**src/rtl/multi_rate_divider.sv**
```systemverilog
// multi_rate_divider: per-channel fractional step generator emitting step_count steps at rate multiplicand/dividend.
// Latency: step/busy/done are registers that reflect the decision taken on the previous rising clk edge.
// Backpressure: none; start/abort are sampled every edge. Define MRD_POSITION_EN to build the position counters.

module multi_rate_divider #(
  parameter int CHANNELS   = 4,
  parameter int COUNT_BITS = 32
) (
  input  logic                           clk,
  input  logic                           rst_n,
  input  logic [CHANNELS*COUNT_BITS-1:0] multiplicand,
  input  logic [CHANNELS*COUNT_BITS-1:0] dividend,
  input  logic [CHANNELS*COUNT_BITS-1:0] step_count,
  input  logic [CHANNELS-1:0]            start,
  input  logic [CHANNELS-1:0]            abort,
  input  logic [CHANNELS-1:0]            dir,
  output logic [CHANNELS-1:0]            step,
  output logic [CHANNELS-1:0]            busy,
  output logic [CHANNELS-1:0]            done,
  output logic [CHANNELS*COUNT_BITS-1:0] position
);

  localparam int CB = COUNT_BITS;

  typedef enum logic {
    ST_IDLE = 1'b0,
    ST_RUN  = 1'b1
  } state_t;

  for (genvar i = 0; i < CHANNELS; i++) begin : g_ch
    logic [CB-1:0] mult;
    logic [CB-1:0] div;
    logic [CB-1:0] cnt;
    state_t        state_q, state_d;
    logic [CB:0]   acc_q, acc_d;
    logic [CB-1:0] rem_q, rem_d;
    logic          step_q, step_d;
    logic          done_q, done_d;
    logic [CB:0]   sum;
    logic [CB:0]   div_ext;

    assign mult    = multiplicand[i*CB +: CB];
    assign div     = dividend[i*CB +: CB];
    assign cnt     = step_count[i*CB +: CB];
    // acc stays below the dividend it was built against, so one extra bit holds acc+mult.
    assign div_ext = {1'b0, div};
    assign sum     = acc_q + {1'b0, mult};

    // Next-state: abort beats start, start beats stepping; the final step also ends the run.
    always_comb begin
      state_d = state_q;
      acc_d   = acc_q;
      rem_d   = rem_q;
      step_d  = 1'b0;
      done_d  = 1'b0;
      case (state_q)
        ST_IDLE: begin
          if (!abort[i] && start[i]) begin
            if (cnt != '0) begin
              state_d = ST_RUN;
              acc_d   = '0;
              rem_d   = cnt;
            end else begin
              // Zero-length run completes at once.
              done_d = 1'b1;
            end
          end
        end
        ST_RUN: begin
          if (abort[i]) begin
            state_d = ST_IDLE;
            acc_d   = '0;
            rem_d   = '0;
          end else if (start[i]) begin
            acc_d = '0;
            if (cnt != '0) begin
              rem_d = cnt;
            end else begin
              // Restarting with a zero count behaves like a zero-length run.
              state_d = ST_IDLE;
              rem_d   = '0;
              done_d  = 1'b1;
            end
          end else if (div != '0) begin
            if (mult >= div) begin
              // Rate at or above one: step every edge, no fractional remainder kept.
              step_d = 1'b1;
              acc_d  = '0;
            end else if (sum >= div_ext) begin
              step_d = 1'b1;
              acc_d  = sum - div_ext;
            end else begin
              acc_d = sum;
            end
            if (step_d) begin
              rem_d = rem_q - CB'(1);
              if (rem_q == CB'(1)) begin
                done_d  = 1'b1;
                state_d = ST_IDLE;
              end
            end
          end
          // A zero dividend parks the channel in RUN with acc untouched.
        end
        default: begin
          state_d = ST_IDLE;
        end
      endcase
    end

    // Channel state and registered outputs.
    always_ff @(posedge clk or negedge rst_n) begin
      if (!rst_n) begin
        state_q <= ST_IDLE;
        acc_q   <= '0;
        rem_q   <= '0;
        step_q  <= 1'b0;
        done_q  <= 1'b0;
      end else begin
        state_q <= state_d;
        acc_q   <= acc_d;
        rem_q   <= rem_d;
        step_q  <= step_d;
        done_q  <= done_d;
      end
    end

    assign step[i] = step_q;
    assign done[i] = done_q;
    assign busy[i] = (state_q == ST_RUN);

`ifdef MRD_POSITION_EN
    logic [CB-1:0] pos_q;

    // Position follows each emitted step, wrapping in two's complement.
    always_ff @(posedge clk or negedge rst_n) begin
      if (!rst_n) begin
        pos_q <= '0;
      end else if (step_d) begin
        pos_q <= pos_q + (dir[i] ? CB'(1) : {CB{1'b1}});
      end
    end

    assign position[i*CB +: CB] = pos_q;
`endif
  end

`ifndef MRD_POSITION_EN
  // Position tracking is not built; direction has no effect.
  logic unused_dir;
  assign unused_dir = ^dir;
  assign position   = '0;
`endif

endmodule

```
**config.mk**
```make
export PLATFORM = sky130hd
export DESIGN_NAME = multi_rate_divider
export DESIGN_NICKNAME = d
export VERILOG_FILES = /design/src/rtl/multi_rate_divider.sv
export SDC_FILE = /design/constraint.sdc
export NUM_CORES = 1
export LEC_CHECK = 0
export CAP_MARGIN = 20
export CORE_MARGIN = 1
export CORE_UTILIZATION = 51
export CTS_BUF_LIST = sky130_fd_sc_hd__clkbuf_4
export DETAILED_ROUTE_END_ITERATION = 8
export DONT_BUFFER_PORTS = 1
export PLACE_DENSITY_LB_ADDON = 0.05
export SYNTH_ARGS = -nofsm -noshare
export SYNTH_HDL_FRONTEND = slang
export SYNTH_SLANG_ARGS = --single-unit
```
**constraint.sdc**
```tcl
create_clock -name clk -period 5.2 [get_ports clk]
set_clock_uncertainty 0.15 [all_clocks]
set_input_delay 0.52 -clock clk [delete_from_list [all_inputs] [get_ports clk]]
set_output_delay 0.52 -clock clk [all_outputs]
set_load 0.01 [all_outputs]
```
After elaboration in Yosys (flattened, before gate mapping)
Cells that the tools add are included.

Memory bits (read-only): 0. Memories kept: 0. Input port bits: 398. Memory bits (writable): 0. Register bits after elaboration: 272. Latch bits: 0. Logic and storage cells: 256.

Add/subtract/negate cells: 12. Multipliers: 0. Bitwise logic cells: 4. Eq/ne operators: 20. Divide/modulo/power cells: 0. Reduce and logical (&&, ||, !) cells: 24. $lt $le $gt $ge: 8. Mux-type cells: 168. Shift operators: 0.

Operators with widths (number): 33-bit 2-to-1 mux (28); 32-bit 2-to-1 mux (28); 33-bit one-hot mux with 2 select lines (4); 32-bit one-hot mux with 2 select lines (4); 32-bit nonzero test (8); 33-bit by 32-bit adder with 33-bit output (4); 33-bit by 32-bit greater-or-equal comparator with 1-bit output (4); 33-bit by 32-bit subtractor with 33-bit output (4); 32-bit by 1-bit equality test with 1-bit output (second input constant) (4); 32-bit greater-or-equal comparator (4); 32-bit by 1-bit subtractor with 32-bit output (second input constant) (4); 1-bit 2-to-1 mux (96); 4-bit by 3-bit inequality test with 1-bit output (second input constant) (8); 2-bit inequality test (second input constant) (8); 1-bit one-hot mux with 2 select lines (8); 4-bit AND reduction (4); 3-bit AND reduction (4); 1-bit logical AND (4); 1-bit zero test (4); 1-bit NOT (4).

Depth between registers and ports, before layout
Gate-level depths: netlist (run 1).

Depth after elaboration: 13. Depth in mapped cells: 23.

Worst setup path after synthesis (run 1)
Ideal clock, no wire load.

Path kind: input to register. Start: input multiplicand[65]. End: register g_ch[2].acc_q[18]. Arrival time: 5195 ps. Slack: -271 ps. Data required time: 4924 ps. Library setup time: 126 ps. Cell stages on the path: 23. Cell sequence: ha_1 a211oi_1 o211ai_1 a22oi_1 o21ai_0 a2111oi_0 nor4_1 o31a_1 mux2i_1 o211ai_1 ha_1 nand2_1 o211ai_1 o21bai_1 a2111oi_0 a211oi_1 a21boi_1 and3_1 clkbuf_1 or2_2 clkbuf_1 inv_1 a221o_1.

Word-level cells in the longest chain between the ends: 8. Elaborated cells between the ends (all ways): 10. Those cells by class: add/sub (2); order compare (2); mux (6).

Ends and longest elaborated chain: from (decl) (line 11) `input logic [CHANNELS*COUNT_BITS-1:0] multiplicand,`; 33-bit by 32-bit adder with 33-bit output (line 47) `assign sum = acc_q + {1'b0, mult};`; 33-bit by 32-bit subtractor with 33-bit output or 33-bit by 32-bit greater-or-equal comparator with 1-bit output (tied branches) (line 91, 89); 33-bit 2-to-1 mux (line 89) `end else if (sum >= div_ext) begin`; 33-bit 2-to-1 mux * (line 85) `if (mult >= div) begin`; 33-bit 2-to-1 mux * (line 84) `end else if (div != '0) begin`; 33-bit 2-to-1 mux * (line 74) `end else if (start[i]) begin`; 33-bit 2-to-1 mux * (line 70) `if (abort[i]) begin`; 33-bit one-hot mux with 2 select lines * (line 56) `case (state_q)`; to (signal assigned) (line 115) `acc_q <= '0;`; to (signal assigned) (line 121) `acc_q <= acc_d;`; to (decl) (line 35) `logic [CB:0] acc_q, acc_d;`.

Mark *: on every way between the ends. The rest lies on a longest branch, timed or not. The select of a mux whose other input is x is not followed. A chain may end at the register's enable or synchronous reset.

Worst setup path after layout (run 1)
Start: register g_ch[2].acc_q[1]. End: register g_ch[2].rem_q[21].

Word-level cells in the longest chain between the ends: 10.

Ends and longest elaborated chain: 33-bit by 32-bit adder with 33-bit output (line 47); 33-bit by 32-bit greater-or-equal comparator with 1-bit output (line 89); 1-bit 2-to-1 mux (line 89); 1-bit 2-to-1 mux (line 85); 1-bit 2-to-1 mux (line 84); 1-bit 2-to-1 mux (line 74); 1-bit 2-to-1 mux (line 70); 1-bit 2-to-1 mux (line 56); 4-bit by 3-bit inequality test with 1-bit output (no line); 4-bit AND reduction (no line); to (signal assigned) (line 122) `rem_q <= rem_d;`; to (decl) (line 36) `logic [CB-1:0] rem_q, rem_d;`.

No other way between the ends. The select of a mux whose other input is x is not followed.

==> flow_summary.toml, run 1 <==
[run_status]
status = "complete, but fails checks"
violations = "hold timing, setup timing"

[sta]
finalHoldViolations = 272
rsz0062_at_grt = "yes"
post-route-period-util = 1.03
worst_slew_pin_slew_ns = 1.12
finalSetupViolations = 58
setup_ws_ns = -0.130
period_needed_ns = 5.33
worst_hold_slack_ns = -0.791
slew_violations = 0
relSlewSlack = 0.256
max_freq_ghz = 0.188

[logic_synthesis]
synth.avg_cell_area_um2 = 7.75
synth_xor_area_frac = 0.0689
synthArstFlopShare = 1.00
yosysTopAreaCellShare = 0.210
synth_top_flop_cell = "dfrtp_1"
yosys.area_share.adder = 0.156
synthTopCellsByCount = "o21ai_0, ha_1, a21oi_1"
synth_compound_area_frac = 0.288
synth_top_family_by_area = "compound AO/OA/AOI/OAI gates"
synth-simple-area-share = 0.181
synth_cells = 4180
synth_area_um2 = 32400
synth-seq-cells = 272
synth_warnings = 0
synth_top_area_cell = "dfrtp_1"
synth.area.mux_share = 0.0197
ys_seq_area_frac = 0.210
synth_edf_count = 0
ys_types = 93
yosysMostFrequentCell = "o21ai_0"
synthTopCellsByArea = "dfrtp_1, ha_1, o21ai_0"

[drt]
drt_iter0_markers = 3066
ant_nets = 0
wirelength_um = 116000
drc = 0
post_drt_wl_per_cell_um = 20.1
avgViaCountPerCell = 6.03
first_pass_iters = 9
vias = 34921

[global_route]
grt_max_degree = 273
globalRouteOverflowTotal = 0
grtUsageTotal = 0.331
grt_pass1_vias = 32271
grt_pass1_wl_um = 171000
antenna_found_initial = 29

[floorplanning]
initial_core_util = 0.515
coreArea_um2 = 62900
die_area_um2 = 64500
die_y_um = 254
io_pins = 538
rows = 92
fp.dieW_um = 254

[final_layout]
layout.nets = 5657
drive_gt1_frac = 0.223
synthToLayoutAreaGrowth_pct = 30.8
final_cell_area_um2 = 42300
final_util = 0.674

[setup_path]
startpoint_type = "register"
worstPathRequired_ns = 5.81
critPathKind = "reg2reg"
critPathCaptureType = "register"
path_max_fanout = 5
worstSetupStartpoint = "g_ch[2].acc_q[1]"
arrival_ns = 5.94
worstReg2RegStart = "g_ch[2].acc_q[1]"
r2r_setup_slack_ns = -0.13

[power_and_ir_drop]
p_leak_nw = 19.9
vdd_drop_max_mv = 0.329
powerDensity_nw_per_um2 = 302

[run]
drv_cap = 0

[placement]
dpl_worst_slack_ns = -0.521
dp_hpwl_um = 83600
placed_cell_area_um2 = 36000
gp_congestion = 0.936
portBuffers = 0

[cts]
cts_buffer_depth = 3
cts_root_buf = "clkbuf_4"
cts_tree = "yes"
cts-buffers-inserted = 88
cts.sink_count = 272
clk-insertion-delay-late_ns = 0.87
cts_hold_buf = 165
path_clk_slew_ns = 0.07
htree_num_levels = 3

[min_path]
worstHoldPathType = "in2async"
## sequential cells by signal (all words and copies together), names as in the netlist
name / cells
g_ch.acc_q: 132
g_ch.rem_q: 128
g_ch.state_q: 4
g_ch.step_q: 4
g_ch.done_q: 4
## power breakdown
part	total (mW)	internal, mW	switching (mW)
registers	2.70	2.39	0.304
logic	7.79	3.76	4.03
clock network	2.30	1.15	1.15
total	12.8	7.31	5.48
## cells by family after synthesis
| logic type | after synthesis |
|---|---|
| compound gates | 1470 |
| simple gates | 1217 |
| buf+inv | 504 |
| fa+ha+maj | 400 |
| flops | 272 |
| xor+xnor | 253 |
| mux | 63 |
| other cells | 1 |
## worst paths after layout
kind                            cells after the start                end
max in group asynchronous                           0  g_ch[3].rem_q[15]
worst min register to register                      2  g_ch[2].acc_q[20]
min in group clk                                    4  g_ch[0].acc_q[27]
worst min-delay path                                0  g_ch[1].acc_q[23]
worst max-delay path                               25  g_ch[2].rem_q[21]
worst max register to register                     25  g_ch[2].rem_q[21]
## final cells by class
cell class | count | area (um^2)
multi-input combinational | 3531 | 25700
antenna | 22 | 55.1
inverter | 230 | 863
clock inverter | 30 | 156
tap | 846 | 1060
fill | 5388 | 20500
timing repair buffer | 736 | 6770
sequential | 272 | 6810
clock buffer | 125 | 938
## worst max-delay path: stages (launching register included)
cell	delay, ns
dfrtp_1	0.42
ha_4	0.26
a211oi_4	0.20
o211ai_1	0.14
a22oi_2	0.22
o21ai_2	0.13
a2111oi_4	0.45
nor4_4	0.10
o31a_1	0.33
mux2i_1	0.24
o211ai_1	0.15
ha_2	0.30
buf_6	0.13
nand4_1	0.08
buf_4	0.13
o21bai_4	0.08
a2111oi_4	0.29
a211oi_2	0.17
a21boi_2	0.18
nand4_1	0.20
buf_4	0.21
o21bai_4	0.22
buf_6	0.17
buf_6	0.12
a21oi_2	0.04
a21o_1	0.15
## per-layer routing
layer	GRT usage	vias up	wire, um
li1	-	16730	-
met2	0.520	1369	52300
met1	0.448	16482	50200
met5	0	-	161
met4	0.117	26	4210
met3	0.0688	314	9230
## cells in the final DEF (no fill, tap or decap), types with 94 or more instances in the layout
master / n
xor2_1: 94
inv_1: 227
conb_1: 128
ha_1: 378
dfrtp_1: 271
nand2_1: 351
a21oi_1: 345
nor2_1: 273
o21ai_1: 128
clkbuf_4: 126
xnor2_1: 147
nor4_1: 97
a21o_1: 147
dlygate4sd3_1: 165
o21ai_0: 230
buf_4: 481
## repair_timing
action / 4_1_cts / 5_1_grt
resized for setup: 78 / 606
pin swaps: 56 / 219
hold endpoints to repair: 483 / 272
setup buffers: 20 / 74
gates cloned: 3 / 26
setup endpoints to repair: 269 / 270
## through the flow
stage / TNS, ns / power (mW) / cells
floorplan: 0 / 6.77 / 4307
global placement: -80.39 / 8.70 / 5329
detailed placement: -96.62 / 8.73 / 5330
CTS: -0.00569 / 11.4 / 5671
global route: -37.76 / 13.7 / 5786
finish: -2.19 / 12.8 / 5792
Note: power is estimated with default switching activity, not from simulation.
==> run 2, diff against run 1 <==
Settings changed: ABC_CLOCK_PERIOD_IN_PS set to 5200.
==> results of run 2 <==
Same layout as run 1: the final DEF is identical, and so are final timing and power.
